## config.mk

```make
export PLATFORM = sky130hd
export DESIGN_NAME = fetch_queue_unit
export DESIGN_NICKNAME = d
export VERILOG_FILES = /design/src/rtl/fetch_queue_unit.sv
export SDC_FILE = /design/constraint.sdc
export NUM_CORES = 1
export LEC_CHECK = 0
export CORE_AREA = 2 2 351 353
export CTS_CLUSTER_DIAMETER = 60
export DETAILED_ROUTE_END_ITERATION = 6
export DIE_AREA = 0 0 353 355
export PLACE_DENSITY_LB_ADDON = 0.15
export SYNTH_ARGS = -nofsm -noshare
export SYNTH_HDL_FRONTEND = slang
export SYNTH_SLANG_ARGS = --single-unit
```

## constraint.sdc

```tcl
create_clock -name clk_in -period 12.1 [get_ports clk_in]
set_input_delay 2.42 -clock clk_in [delete_from_list [all_inputs] [get_ports clk_in]]
set_output_delay 2.42 -clock clk_in [all_outputs]
set_load 0.02 [all_outputs]
```

## src/rtl/fetch_queue_unit.sv

```systemverilog
// Instruction fetch front end: request/ack fetch FSM toward the memory controller,
// static next-PC prediction and a DEPTH-entry queue presented to the decoder.
module fetch_queue_unit #(
   parameter int                    ADDR_WIDTH = 32,
   parameter int                    INST_WIDTH = 32,
   parameter int                    DEPTH      = 8,
   parameter logic [ADDR_WIDTH-1:0] RESET_PC   = '0
) (
   input  logic                  clk_in,
   input  logic                  rst_n_in,
   input  logic                  rdy_in,
   output logic                  mc_req_out,
   output logic [ADDR_WIDTH-1:0] mc_addr_out,
   input  logic                  mc_done_in,
   input  logic [INST_WIDTH-1:0] mc_inst_in,
   input  logic                  flush_in,
   input  logic [ADDR_WIDTH-1:0] flush_pc_in,
   output logic                  dc_valid_out,
   input  logic                  dc_ready_in,
   output logic [INST_WIDTH-1:0] dc_inst_out,
   output logic [ADDR_WIDTH-1:0] dc_pc_out,
   output logic                  dc_pred_taken_out,
   output logic [ADDR_WIDTH-1:0] dc_pred_pc_out,
   output logic [1:0]            fsm_state_out
);

   localparam int PTR_W = $clog2(DEPTH);
   localparam int CNT_W = PTR_W + 1;
   localparam logic [PTR_W-1:0]      PTR_ONE  = PTR_W'(1);
   localparam logic [CNT_W-1:0]      CNT_ONE  = CNT_W'(1);
   localparam logic [CNT_W-1:0]      CNT_FULL = CNT_W'(DEPTH);
   localparam logic [ADDR_WIDTH-1:0] PC_STEP  = ADDR_WIDTH'(4);

   typedef enum logic [1:0] {
      S_IDLE    = 2'd0,
      S_WAIT    = 2'd1,
      S_DISCARD = 2'd2
   } state_t;

   state_t                  state_q;
   logic [ADDR_WIDTH-1:0]   pc_q;
   logic                    mc_req_q;
   logic [ADDR_WIDTH-1:0]   mc_addr_q;
   logic [PTR_W-1:0]        wr_ptr_q, wr_ptr_d;
   logic [PTR_W-1:0]        rd_ptr_q, rd_ptr_d;
   logic [CNT_W-1:0]        count_q, count_d;

   logic [INST_WIDTH-1:0]   inst_mem [DEPTH];
   logic [ADDR_WIDTH-1:0]   pc_mem   [DEPTH];
   logic                    tk_mem   [DEPTH];
   logic [ADDR_WIDTH-1:0]   pp_mem   [DEPTH];

   logic [ADDR_WIDTH-1:0]   imm_j, imm_b, pred_pc;
   logic                    pred_taken, push, pop, not_empty;

   assign imm_j = {{(ADDR_WIDTH-21){mc_inst_in[31]}}, mc_inst_in[31], mc_inst_in[19:12],
                   mc_inst_in[20], mc_inst_in[30:21], 1'b0};
   assign imm_b = {{(ADDR_WIDTH-13){mc_inst_in[31]}}, mc_inst_in[31], mc_inst_in[7],
                   mc_inst_in[30:25], mc_inst_in[11:8], 1'b0};

   always_comb begin
      pred_taken = 1'b0;
      pred_pc    = pc_q + PC_STEP;
      case (mc_inst_in[6:0])
         7'b1101111: begin
            pred_taken = 1'b1;
            pred_pc    = pc_q + imm_j;
         end
         7'b1100011: begin
            if (mc_inst_in[31]) begin
               pred_taken = 1'b1;
               pred_pc    = pc_q + imm_b;
            end
         end
         default: ;
      endcase
   end

   // Decoder handshake: an entry transfers on a cycle where dc_valid_out and dc_ready_in
   // are both high; valid never depends on ready and is masked while rdy_in is low.
   assign not_empty    = (count_q != '0);
   assign dc_valid_out = not_empty & rdy_in;
   assign pop          = dc_valid_out & dc_ready_in & ~flush_in;
   assign push         = rdy_in & ~flush_in & (state_q == S_WAIT) & mc_done_in;

   always_comb begin
      wr_ptr_d = wr_ptr_q;
      rd_ptr_d = rd_ptr_q;
      count_d  = count_q;
      if (flush_in) begin
         wr_ptr_d = '0;
         rd_ptr_d = '0;
         count_d  = '0;
      end else begin
         if (push) wr_ptr_d = wr_ptr_q + PTR_ONE;
         if (pop)  rd_ptr_d = rd_ptr_q + PTR_ONE;
         case ({push, pop})
            2'b10:   count_d = count_q + CNT_ONE;
            2'b01:   count_d = count_q - CNT_ONE;
            default: count_d = count_q;
         endcase
      end
   end

   always_ff @(posedge clk_in) begin
      if (push) begin
         inst_mem[wr_ptr_q] <= mc_inst_in;
         pc_mem[wr_ptr_q]   <= pc_q;
         tk_mem[wr_ptr_q]   <= pred_taken;
         pp_mem[wr_ptr_q]   <= pred_pc;
      end
   end

   always_ff @(posedge clk_in or negedge rst_n_in) begin
      if (!rst_n_in) begin
         state_q   <= S_IDLE;
         pc_q      <= RESET_PC;
         mc_req_q  <= 1'b0;
         mc_addr_q <= '0;
         wr_ptr_q  <= '0;
         rd_ptr_q  <= '0;
         count_q   <= '0;
      end else if (rdy_in) begin
         wr_ptr_q <= wr_ptr_d;
         rd_ptr_q <= rd_ptr_d;
         count_q  <= count_d;
         if (flush_in) begin
            pc_q <= flush_pc_in;
            // An outstanding request must still complete; its response is dropped.
            if (state_q == S_WAIT || state_q == S_DISCARD) begin
               if (mc_done_in) begin
                  state_q  <= S_IDLE;
                  mc_req_q <= 1'b0;
               end else begin
                  state_q  <= S_DISCARD;
               end
            end else begin
               state_q <= S_IDLE;
            end
         end else begin
            case (state_q)
               S_IDLE: begin
                  if (count_q != CNT_FULL) begin
                     mc_req_q  <= 1'b1;
                     mc_addr_q <= pc_q;
                     state_q   <= S_WAIT;
                  end
               end
               S_WAIT: begin
                  if (mc_done_in) begin
                     mc_req_q <= 1'b0;
                     pc_q     <= pred_pc;
                     state_q  <= S_IDLE;
                  end
               end
               S_DISCARD: begin
                  if (mc_done_in) begin
                     mc_req_q <= 1'b0;
                     state_q  <= S_IDLE;
                  end
               end
               default: begin
                  mc_req_q <= 1'b0;
                  state_q  <= S_IDLE;
               end
            endcase
         end
      end
   end

   assign mc_req_out        = mc_req_q;
   assign mc_addr_out       = mc_addr_q;
   assign dc_inst_out       = not_empty ? inst_mem[rd_ptr_q] : '0;
   assign dc_pc_out         = not_empty ? pc_mem[rd_ptr_q]   : '0;
   assign dc_pred_taken_out = not_empty ? tk_mem[rd_ptr_q]   : 1'b0;
   assign dc_pred_pc_out    = not_empty ? pp_mem[rd_ptr_q]   : '0;
   assign fsm_state_out     = state_q;

endmodule

```

Word-level counts from Yosys, hierarchy flattened --
Memories as Yosys holds them, arrays and structs flattened. Cells that the tools add are included.
Operators by class: eq/ne operators 10, multiplexer cells 30, add/sub/neg operators 7, bitwise gates (word level) 7, reductions and logical operators 16
Operator list (count):
- 2-to-1 mux 32 bit | 7
- adder 32 bit | 2
- one-hot mux 32 bit (2 select lines) | 1
- adder 32 x 3 -> 32 bit (second input constant) | 1
- == test 7 bit (second input constant) | 2
- 2-to-1 mux 3 bit | 4
- 2-to-1 mux 2 bit | 5
- AND reduction 3 bit | 3
- 2-to-1 mux 1 bit | 8
- one-hot mux 4 bit (2 select lines) | 1
- nonzero test 2 bit | 4
- adder 3 x 1 -> 3 bit (second input constant) | 2
- AND 1 bit | 6
- AND reduction 2 bit | 3
- adder 4 x 1 -> 4 bit (second input constant) | 1
- == test 2 x 1 -> 1 bit (second input constant) | 2
- == test 2 bit (second input constant) | 2
- 2-to-1 mux 4 bit | 1
- != test 4 bit (second input constant) | 1
- one-hot mux 1 bit (2 select lines) | 2
- one-hot mux 2 bit (2 select lines) | 1
- AND reduction 4 bit | 1
- nonzero test 4 bit | 1
- subtractor 4 x 1 -> 4 bit (second input constant) | 1
- 8 further kinds | 8
Word-level totals: output and inout port bits 133, bits in writable memories 776, word-level logic and storage cells 81, bits of input ports 70, memories 4, register bits after elaboration 77
Memories:
- inst_mem | depth 8, bits a word 32, read ports 1, clocked after Yosys merged registers in 0, wr ports 1, line 48 | logic [INST_WIDTH-1:0] inst_mem [DEPTH];
- pc_mem | depth 8, bits a word 32, read ports 1, clocked after Yosys merged registers in 0, wr ports 1, line 49 | logic [ADDR_WIDTH-1:0] pc_mem [DEPTH];
- pp_mem | depth 8, bits a word 32, read ports 1, clocked after Yosys merged registers in 0, wr ports 1, line 51 | logic [ADDR_WIDTH-1:0] pp_mem [DEPTH];
- tk_mem | depth 8, bits a word 1, read ports 1, clocked after Yosys merged registers in 0, wr ports 1, line 50 | logic tk_mem [DEPTH];

Logic depth before layout (Yosys ltp) --
Gate-level depths: netlist of run 1.
depth after elaboration 7, mapped depth 12, gate-level depth less buffers 12

Worst setup path after synthesis of run 1 --
Ideal clock, no wire load.
path kind in2reg, start point in mc_done_in, end point mem inst_mem[0][0] (enable), stages on the path 5, path buffers 1, path slack -823 ps, setup time 786 ps, arrival 12137 ps, data required time 11314 ps, cells stage by stage and2_1 -> clkbuf_1 -> o21a_1 -> nand2_1 -> nor4_1
Between the ends: cells in the longest elaborated chain, start to end 3
RTL lines:
- start: declaration | line 14 | input logic mc_done_in,
- AND 1 bit | line 84 | assign push = rdy_in & ~flush_in & (state_q == S_WAIT) & mc_done_in;
- 2-to-1 mux 1 bit | line 106 | if (push) begin
- 2-to-1 mux 1 bit (implied by the code) | line 107 | inst_mem[wr_ptr_q] <= mc_inst_in;
- end: declaration | line 48
Every way passes these cells.

Worst setup path after layout of run 1 --
start point reg rd_ptr_q[1], end point out dc_pred_pc_out[23]
Between the ends: cells in the longest elaborated chain, start to end 2
RTL lines:
- start: declaration | line 45 | logic [PTR_W-1:0] rd_ptr_q, rd_ptr_d;
- start signal: assignment | line 125 | rd_ptr_q <= rd_ptr_d;
- memory (8 x 32 bit)
- 2-to-1 mux 32 bit | line 176 | assign dc_pred_pc_out = not_empty ? pp_mem[rd_ptr_q] : '0;
- end: declaration | line 23 | output logic [ADDR_WIDTH-1:0] dc_pred_pc_out,
Every way passes these cells.

==> impl_metrics.env, run 1 <==
export IMPL_finalNonFillerCells=4195
export IMPL_die_height_um=355
export IMPL_min_period_ns=7.20
export IMPL_fp_row_count=128
export IMPL_synthArstFlopShare=0.0911
export IMPL_clk_pin_slew_ns=0.06
export IMPL_netlist_instances=2262
export IMPL_dp_hpwl_mm=67.3
export IMPL_synth_mux_area_frac=0.132
export IMPL_synth_compound_area_frac=0.0679
export IMPL_htreeDepth=3
export IMPL_dp_cells=4012
export IMPL_dr_total_vias=21500
export IMPL_yosys_area_share_xor_xnor=0.0140
export IMPL_p_leak_nw=14.4
export IMPL_crit_chain="buf_4 > buf_4 > mux4_2 > nand2_1 > a21oi_1 > clkdlybuf4s50_1"
export IMPL_seqPwrFrac=0.354
export IMPL_crit_path_start_kind="register"
export IMPL_yosysWarningCount=0
export IMPL_criticalPathCategory="register to output port"
export IMPL_die_area_um2=125000
export IMPL_r2r_end="pp_mem[3][23]"
export IMPL_ctsResizeCount=0
export IMPL_synth_edf_count=768
export IMPL_first_pass_iters=6
export IMPL_yosysTopAreaCellShare=0.635
export IMPL_nNetsFinal=2611
export IMPL_wirelength_mm=110
export IMPL_fp_dieW_um=353
export IMPL_hold_class="register to register"
export IMPL_clk_path_buf_depth=3
export IMPL_grt_antenna_before_repair=3
export IMPL_fillCellCount=11500
export IMPL_grt_pass1_vias=22400
export IMPL_synth_top_family_by_area="multiplexers"
export IMPL_p_per_area_nw_per_um2=247
export IMPL_clkPwrFrac=0.286
export IMPL_outcome="complete, no violations"
export IMPL_syn_nets=2386
export IMPL_synth_cell_area_um2=36300
export IMPL_synth_cell_type_count=76
export IMPL_hold_viol_final=0
export IMPL_worstMarginPinSlew_ns=1.41
export IMPL_setup_tns_final_ns=0
export IMPL_min_delay_worst_endpoint="mc_addr_out[19]"
export IMPL_internal_power_mw=7.04
export IMPL_initial_utilization=0.299
export IMPL_ys_ff_latch=845
export IMPL_p_comb_frac=0.360
export IMPL_place_congestion=0.845
export IMPL_grt_max_degree=77
export IMPL_synthAdderAreaFrac=0.0192
export IMPL_vias_per_cell=5.13
export IMPL_rr_worst_depth=10
export IMPL_rsz0062_at_grt="no"
export IMPL_drive_gt1_frac=0.177
export IMPL_slew_headroom=0.0468
export IMPL_hold_depth=2
export IMPL_fin_worst_skew_ns=0.0527
export IMPL_remaining_drc_errors=0
export IMPL_hold_start="mc_addr_out[19]"
export IMPL_drtAntennaViolNets=0
export IMPL_reg2reg_from="pc_q[2]"
export IMPL_wl_per_cell_um=26.1
export IMPL_root_buffer="clkbuf_16"
export IMPL_ff2ff_setup_slack_ns=7.26
export IMPL_p_switching_mw=3.79
export IMPL_grtUsageTotal=0.173
export IMPL_synthFlopType="edfxtp_1"
export IMPL_n_antenna_cell=0
export IMPL_fmax_mhz=139
export IMPL_portBuffers=202
export IMPL_cp_max_fo=64
export IMPL_vdd_ir_drop_max_mv=0.163
export IMPL_post_cts_buffers=0
export IMPL_max_stage_delay_ns=0.91
export IMPL_cts_made_buffers=98
export IMPL_ios=203
export IMPL_worstPathRequired_ns=9.68
export IMPL_swShare=0.350
export IMPL_cpMostUsedCell="buf_4"
export IMPL_synth_area_per_cell_um2=16.1
export IMPL_setup_viol=0
export IMPL_holdWs_ns=0.506
export IMPL_drtIter0Drc=1752
export IMPL_postCtsHoldBufs=0
export IMPL_area_growth_pct=20.5
export IMPL_grt_overflow_total=0
export IMPL_synth_top_cell_by_area="edfxtp_1"
export IMPL_cts_tree="built"
export IMPL_yosysSeqAreaShare=0.688
export IMPL_synth_area_leaders="edfxtp_1 63%, mux4_2 12%, dfrtp_1 5.3%, nand2_1 3.2%, a21oi_1 2.2%"
export IMPL_finalMaxSlewViolations=0
export IMPL_critPathCaptureType="output port"
export IMPL_period_share=0.595
export IMPL_drv_cap=0
export IMPL_critPathArrivalTime_ns=4.78
export IMPL_yosys_area_share_simple=0.0625
export IMPL_cpMaxStageDelayCell="buf_4"
export IMPL_grt_pass1_wl_mm=158
export IMPL_clkLatencyLatePin_ns=0.70
export IMPL_core_area_um2=121000
export IMPL_numClockSinks=845
[cells by family after synthesis]
kind of cell | after synthesis
compound gates | 396
xor+xnor | 58
fa+ha+maj | 54
buf+inv | 153
flops | 845
mux | 237
simple gates | 519
[critical path, delay by kind of cell, from the launching register on]
kind	cells	cell delay, ns
DFF	1	0.70
buffers and inverters	3	2.38
muxes	1	0.38
and+or+nand+nor	1	0.06
AOI/OAI and AO/OA	1	0.48
[cell type report]
type | instances | area, um2 | area share
repair buffers | 248 | 2370 | 0.0542
multi-input cells | 1264 | 10800 | 0.248
clock inverters | 61 | 856 | 0.0195
clock buffers | 122 | 2570 | 0.0587
well taps | 1625 | 2030 | 0.0464
inverters | 30 | 118 | 0.00269
flip-flops and latches | 845 | 25000 | 0.571
[synth_stat cells, types with 23 or more instances]
library cell / n
nand2_1: 310
nand3_1: 40
ha_1: 51
dfrtp_1: 77
edfxtp_1: 768
o21ai_0: 72
nor2_1: 68
inv_1: 27
xor2_1: 28
clkbuf_1: 83
mux2_2: 31
nor3_1: 23
xnor2_1: 30
a21o_1: 30
mux4_2: 192
buf_1: 34
a21oi_1: 158
[metrics by stage]
step | area [um2] | worst slack, ns | util | power, mW
2_1_floorplan | 36300 | 1.71 | - | 6.11
3_3_place_gp | 40400 | 5.35 | 0.333 | 7.87
3_5_place_dp | 40400 | 5.24 | 0.333 | 7.88
4_1_cts | 43800 | 4.68 | 0.361 | 11.0
5_1_grt | 43800 | 4.68 | 0.361 | 11.3
6_report | 43800 | 4.90 | 0.361 | 10.8
[state kept, by name, indices dropped and copies added, names as in the netlist]
| register | count |
|---|---|
| pc_q | 32 |
| inst_mem | 256 |
| count_q | 4 |
| fsm_state_out | 2 |
| pp_mem | 248 |
| pc_mem | 256 |
| wr_ptr_q | 3 |
| mc_addr_out | 32 |
| mc_req_out | 1 |
| rd_ptr_q | 3 |
| tk_mem | 8 |
[worst max path at each step]
stage | endpoint | startpoint | slack [ns] | cells past startpoint
global placement | pp_mem[2][23] | mc_inst_in[21] | 5.35 | 12
global route | dc_pred_pc_out[23] | rd_ptr_q[1] | 4.68 | 6
finish | dc_pred_pc_out[23] | rd_ptr_q[1] | 4.90 | 6
CTS | dc_pred_pc_out[23] | rd_ptr_q[1] | 4.68 | 6
floorplan | inst_mem[1][0] | mc_done_in | 1.71 | 6
detailed placement | pp_mem[3][23] | mc_inst_in[21] | 5.24 | 12
[routing by layer]
metal	vias up	global-route usage	share of wire
li1	9380	-	-
met1	11400	0.244	0.46
met2	633	0.277	0.47
met3	136	0.0283	0.051
met4	0	0.0448	0.020
met5	-	0	0
[power groups by stage]
stage | sequential, mW | combinational [mW] | clock [mW]
detailed placement | 3.91 | 3.98 | 0
floorplan | 3.79 | 2.32 | 0
global route | 3.87 | 4.19 | 3.28
CTS | 3.85 | 4.00 | 3.18
finish | 3.84 | 3.90 | 3.09
global placement | 3.89 | 3.97 | 0
[cells in the final DEF (no fill, tap or decap), types with 30 or more instances in the layout]
master / n
buf_4: 46
nand2_1: 309
mux4_2: 192
ha_1: 51
nand3_1: 40
a21oi_1: 158
dfrtp_1: 74
nor2_1: 65
clkdlybuf4s50_1: 200
mux2_2: 31
o21ai_0: 69
edfxtp_1: 768
a21o_1: 30
xnor2_1: 30
clkbuf_16: 98
Power figures use the tool's default switching activity.
==> run 2, diff against run 1 <==
- clock period: 12.1 -> 7.5 ns (I/O delays scaled with it)
==> run 2 against run 1 <==
Against the previous run: setup slack worse by 2.9 ns; sequential cell count unchanged; utilization grew 0.13 points; largest cell class unchanged.
==> impl_metrics.env, run 2 (synthesis gave the netlist of run 1 again) <==
export IMPL_crit_path_start_kind="primary input"
export IMPL_p_leak_nw=14.5
export IMPL_grt_pass1_wl_mm=163
export IMPL_critPathArrivalTime_ns=6.13
export IMPL_worstMarginPinSlew_ns=1.31
export IMPL_cts_made_buffers=101
export IMPL_vias_per_cell=5.08
export IMPL_reg2reg_from="pc_q[2]"
export IMPL_nNetsFinal=2624
export IMPL_finalMaxSlewViolations=0
export IMPL_setup_viol=0
export IMPL_post_cts_buffers=0
export IMPL_dp_cells=4022
export IMPL_drive_gt1_frac=0.180
export IMPL_grt_pass1_vias=22700
export IMPL_grt_antenna_before_repair=4
export IMPL_swShare=0.355
export IMPL_clk_pin_slew_ns=0.06
export IMPL_portBuffers=202
export IMPL_cpMaxStageDelayCell="clkdlybuf4s50_1"
export IMPL_hold_class="register to register"
export IMPL_initial_utilization=0.299
export IMPL_worstPathRequired_ns=8.10
export IMPL_remaining_drc_errors=0
export IMPL_ios=203
export IMPL_dp_hpwl_mm=69.8
export IMPL_numClockSinks=845
export IMPL_cts_tree="built"
export IMPL_area_growth_pct=21.0
export IMPL_p_switching_mw=6.20
export IMPL_clk_path_buf_depth=3
export IMPL_rsz0062_at_grt="no"
export IMPL_fmax_mhz=181
export IMPL_die_height_um=355
export IMPL_setup_tns_final_ns=0
export IMPL_fp_dieW_um=353
export IMPL_first_pass_iters=5
export IMPL_dr_total_vias=21400
export IMPL_critPathLaunch="mc_inst_in[31]"
export IMPL_slew_headroom=0.122
export IMPL_final_common_cell="edfxtp_1"
export IMPL_hold_start="mc_addr_out[8]"
export IMPL_htreeDepth=3
export IMPL_postCtsHoldBufs=0
export IMPL_min_period_ns=5.53
export IMPL_p_comb_frac=0.365
export IMPL_cp_max_fo=14
export IMPL_criticalPathCategory="primary input to register"
export IMPL_p_per_area_nw_per_um2=397
export IMPL_fp_row_count=128
export IMPL_internal_power_mw=11.2
export IMPL_ctsResizeCount=0
export IMPL_vdd_ir_drop_max_mv=0.210
export IMPL_wl_per_cell_um=26.7
export IMPL_max_stage_delay_ns=0.91
export IMPL_grtUsageTotal=0.179
export IMPL_multi_input_comb_area_um2=10900
export IMPL_drtIter0Drc=1605
export IMPL_hold_viol_final=0
export IMPL_drv_cap=0
export IMPL_grt_max_degree=70
export IMPL_final_util=0.362
export IMPL_wirelength_mm=113
export IMPL_reg_largest_list="inst_mem (256), pc_mem (256), pp_mem (248)"
export IMPL_drtAntennaViolNets=0
export IMPL_outcome="complete, no violations"
export IMPL_place_congestion=0.863
export IMPL_fillCellCount=11600
export IMPL_critPathCaptureType="register"
export IMPL_crit_chain="clkdlybuf4s50_1 > buf_4 > ha_1 > a21oi_1 > o21ai_0 > a211o_1 > nor3_1 > nor2_1 > o221a_2 > o22ai_1 > nor2_1 > o21ai_0"
export IMPL_period_share=0.737
export IMPL_seqPwrFrac=0.356
export IMPL_final_cell_mix="768 x edfxtp_1, 309 x nand2_1, 200 x clkdlybuf4s50_1"
export IMPL_core_area_um2=121000
export IMPL_clkLatencyLatePin_ns=0.71
export IMPL_finalNonFillerCells=4214
export IMPL_root_buffer="clkbuf_16"
export IMPL_die_area_um2=125000
export IMPL_grt_overflow_total=0
export IMPL_p_total_mw=17.4
export IMPL_holdWs_ns=0.503
export IMPL_regArea_um2=25000
export IMPL_clkPwrFrac=0.280
export IMPL_fin_worst_skew_ns=0.0386
## run 2: stage by stage
step                setup slack (ns)  area [um2]
finish                          1.97       44000
global route                    1.77       44000
CTS                             1.91       44000
detailed placement              1.38       40600
global placement                1.42       40600
floorplan                      -1.93       36300
## run 2: final cells by class
type / instances / area share
Tap cell: 1625 / 0.0463
Antenna cell: 1 / 0.0000569
Timing Repair Buffer: 258 / 0.0585
Inverter: 30 / 0.00262
Clock buffer: 132 / 0.0613
Clock inverter: 59 / 0.0153
Sequential cell: 845 / 0.569
Multi-Input combinational cell: 1264 / 0.247
## run 2: power by group through the flow
| stage | clock (mW) | combinational, mW | sequential (mW) |
|---|---|---|---|
| 3_5_place_dp | 0 | 6.51 | 6.32 |
| 6_report | 4.88 | 6.36 | 6.20 |
| 2_1_floorplan | 0 | 3.75 | 6.11 |
| 5_1_grt | 5.18 | 6.86 | 6.26 |
| 4_1_cts | 5.01 | 6.54 | 6.22 |
| 3_3_place_gp | 0 | 6.50 | 6.30 |
## run 2: worst max-delay path: cells and delay by family
kind	cells	cell delay (ns)
AOI/OAI and AO/OA	6	1.88
adders and majority gates	1	0.34
buffers and inverters	2	1.27
and+or+nand+nor	3	1.11
## run 2: path summary, 6_finish.rpt
kind	cells after the start	slack (ns)	endpoint
setup / recovery	12	1.97	pc_q[20]
hold / removal	1	0.50	mc_addr_out[8]
setup reg to reg	11	2.56	pc_q[13]
hold reg to reg	1	0.50	mc_addr_out[8]
max in group asynchronous	2	5.52	pc_q[6]
min in group asynchronous	1	0.73	fsm_state_out[1]
## run 2: routing by layer
layer  track usage  share of wire
met3        0.0327          0.048
met1         0.242           0.45
met5             0        0.00022
met4        0.0483          0.024
met2         0.295           0.48
==> run 3, diff against run 2 <==
- clock period: 7.5 -> 5.7 ns (I/O delays scaled with it)
==> run 3 against run 2 <==
Against the previous run: hold slack better by 0.0013 ns; design area barely moved; power is 30% higher; utilization hardly changed; critical endpoint is now dc_pred_pc_out[5]; largest power group unchanged; highest routed layer unchanged.
==> impl_metrics.env, run 3 (synthesis gave the netlist of run 1 again) <==
export IMPL_outcome="complete, no violations"
export IMPL_setup_viol=0
export IMPL_grt_pass1_vias=22400
export IMPL_finalNonFillerCells=4220
export IMPL_worstPathRequired_ns=4.56
export IMPL_hold_class="register to register"
export IMPL_clk_pin_slew_ns=0.06
export IMPL_cts_made_buffers=98
export IMPL_final_cell_mix="768 x edfxtp_1, 309 x nand2_1, 200 x clkdlybuf4s50_1"
export IMPL_initial_utilization=0.299
export IMPL_grt_pass1_wl_mm=161
export IMPL_ios=203
export IMPL_htreeDepth=3
export IMPL_cp_max_fo=32
export IMPL_portBuffers=202
export IMPL_setup_tns_final_ns=0
export IMPL_critPathArrivalTime_ns=3.79
export IMPL_fin_worst_skew_ns=0.0543
export IMPL_fmax_mhz=203
export IMPL_grt_overflow_total=0
export IMPL_rr_worst_depth=12
export IMPL_wirelength_mm=112
export IMPL_drtIter0Drc=1692
export IMPL_wl_per_cell_um=26.5
export IMPL_fillCellCount=11600
export IMPL_cts_tree="built"
export IMPL_die_height_um=355
export IMPL_drive_gt1_frac=0.184
export IMPL_min_period_ns=4.93
export IMPL_final_common_cell="edfxtp_1"
export IMPL_vdd_ir_drop_max_mv=0.535
export IMPL_grt_max_degree=97
export IMPL_reg2reg_from="pc_q[2]"
export IMPL_first_pass_iters=5
export IMPL_nNetsFinal=2635
export IMPL_final_util=0.362
export IMPL_vias_per_cell=5.10
export IMPL_drv_cap=0
export IMPL_fp_dieW_um=353
export IMPL_numClockSinks=845
export IMPL_rsz0062_at_grt="no"
export IMPL_clkLatencyLatePin_ns=0.71
export IMPL_dp_cells=4036
export IMPL_ctsResizeCount=0
export IMPL_critPathCaptureType="output port"
export IMPL_core_area_um2=121000
export IMPL_setup_ws_ns=0.771
export IMPL_grtUsageTotal=0.177
export IMPL_area_growth_pct=21.0
export IMPL_dr_total_vias=21500
export IMPL_fp_row_count=128
export IMPL_die_area_um2=125000
export IMPL_criticalPathCategory="register to output port"
export IMPL_hold_viol_final=0
export IMPL_post_place_ws_ns=0.449
export IMPL_clk_path_buf_depth=3
export IMPL_worstMarginPinSlew_ns=1.31
export IMPL_crit_path_start_kind="register"
export IMPL_post_cts_buffers=0
export IMPL_ff2ff_setup_slack_ns=1.37
export IMPL_p_per_area_nw_per_um2=515
export IMPL_postCtsHoldBufs=0
export IMPL_hold_depth=1
export IMPL_r2r_end="pc_q[25]"
export IMPL_n_antenna_cell=0
export IMPL_remaining_drc_errors=0
export IMPL_place_congestion=0.891
export IMPL_slew_headroom=0.116
export IMPL_hold_start="mc_addr_out[14]"
export IMPL_p_leak_nw=14.5
export IMPL_min_delay_worst_endpoint="mc_addr_out[14]"
export IMPL_drtAntennaViolNets=0
export IMPL_dp_hpwl_mm=69.3
export IMPL_root_buffer="clkbuf_16"
export IMPL_grt_antenna_before_repair=5
export IMPL_period_share=0.865
export IMPL_finalMaxSlewViolations=0
export IMPL_holdWs_ns=0.504
export IMPL_reg_largest_list="inst_mem (256), pc_mem (256), pp_mem (248)"
-- run 3: changes by cell type in the layout (fill, tap and decap cells not counted), sizes merged --
cell and delta:
diode -1, inv -3, clkbuf -11, bufinv -6
clkinvlp +4, buf +14, clkinv +9
-- run 3: critical path, stage by stage (launching register included) --
cell and delay [ns]:
dfrtp_4 0.84, buf_4 0.66, mux4_2 0.36, nand2_1 0.06
a21oi_1 0.40, clkdlybuf4s50_1 0.73
-- run 3: how the worst max path moves through the flow --
stage / end / startpoint
6_report: dc_pred_pc_out[5] / rd_ptr_q[0]
5_1_grt: dc_pred_pc_out[5] / rd_ptr_q[0]
4_1_cts: dc_pred_pc_out[5] / rd_ptr_q[0]
3_5_place_dp: pp_mem[0][31] / mc_inst_in[31]
2_1_floorplan: inst_mem[3][0] / mc_done_in
3_3_place_gp: pc_q[31] / mc_inst_in[31]
-- run 3: layout make-up --
type,instances,area (um2),area share
multi-input cells,1264,10900,0.247
clock inverters,63,593,0.0135
well taps,1625,2030,0.0462
clock buffers,121,2580,0.0586
repair buffers,272,2780,0.0632
inverters,30,115,0.00262
flip-flops and latches,845,25000,0.569
-- run 3: where the power goes --
part	internal, mW	switching, mW	total, mW
logic	3.59	4.92	8.51
clock network	3.41	2.62	6.03
registers	7.47	0.615	8.09
total	14.5	8.16	22.6
-- run 3: per-layer routing --
metal	wire (um)	up-vias	global-route usage
li1	-	9434	-
met1	49800	11300	0.241
met2	52800	650	0.288
met3	6060	143	0.0344
met4	3080	4	0.0511
met5	23	-	0
-- run 3: metrics by stage --
stage          area [um2]  power [mW]
3_5_place_dp        40800        16.9
6_report            44000        22.6
3_3_place_gp        40800        16.9
2_1_floorplan       36400        13.0
5_1_grt             44000        23.8
4_1_cts             44000        23.1
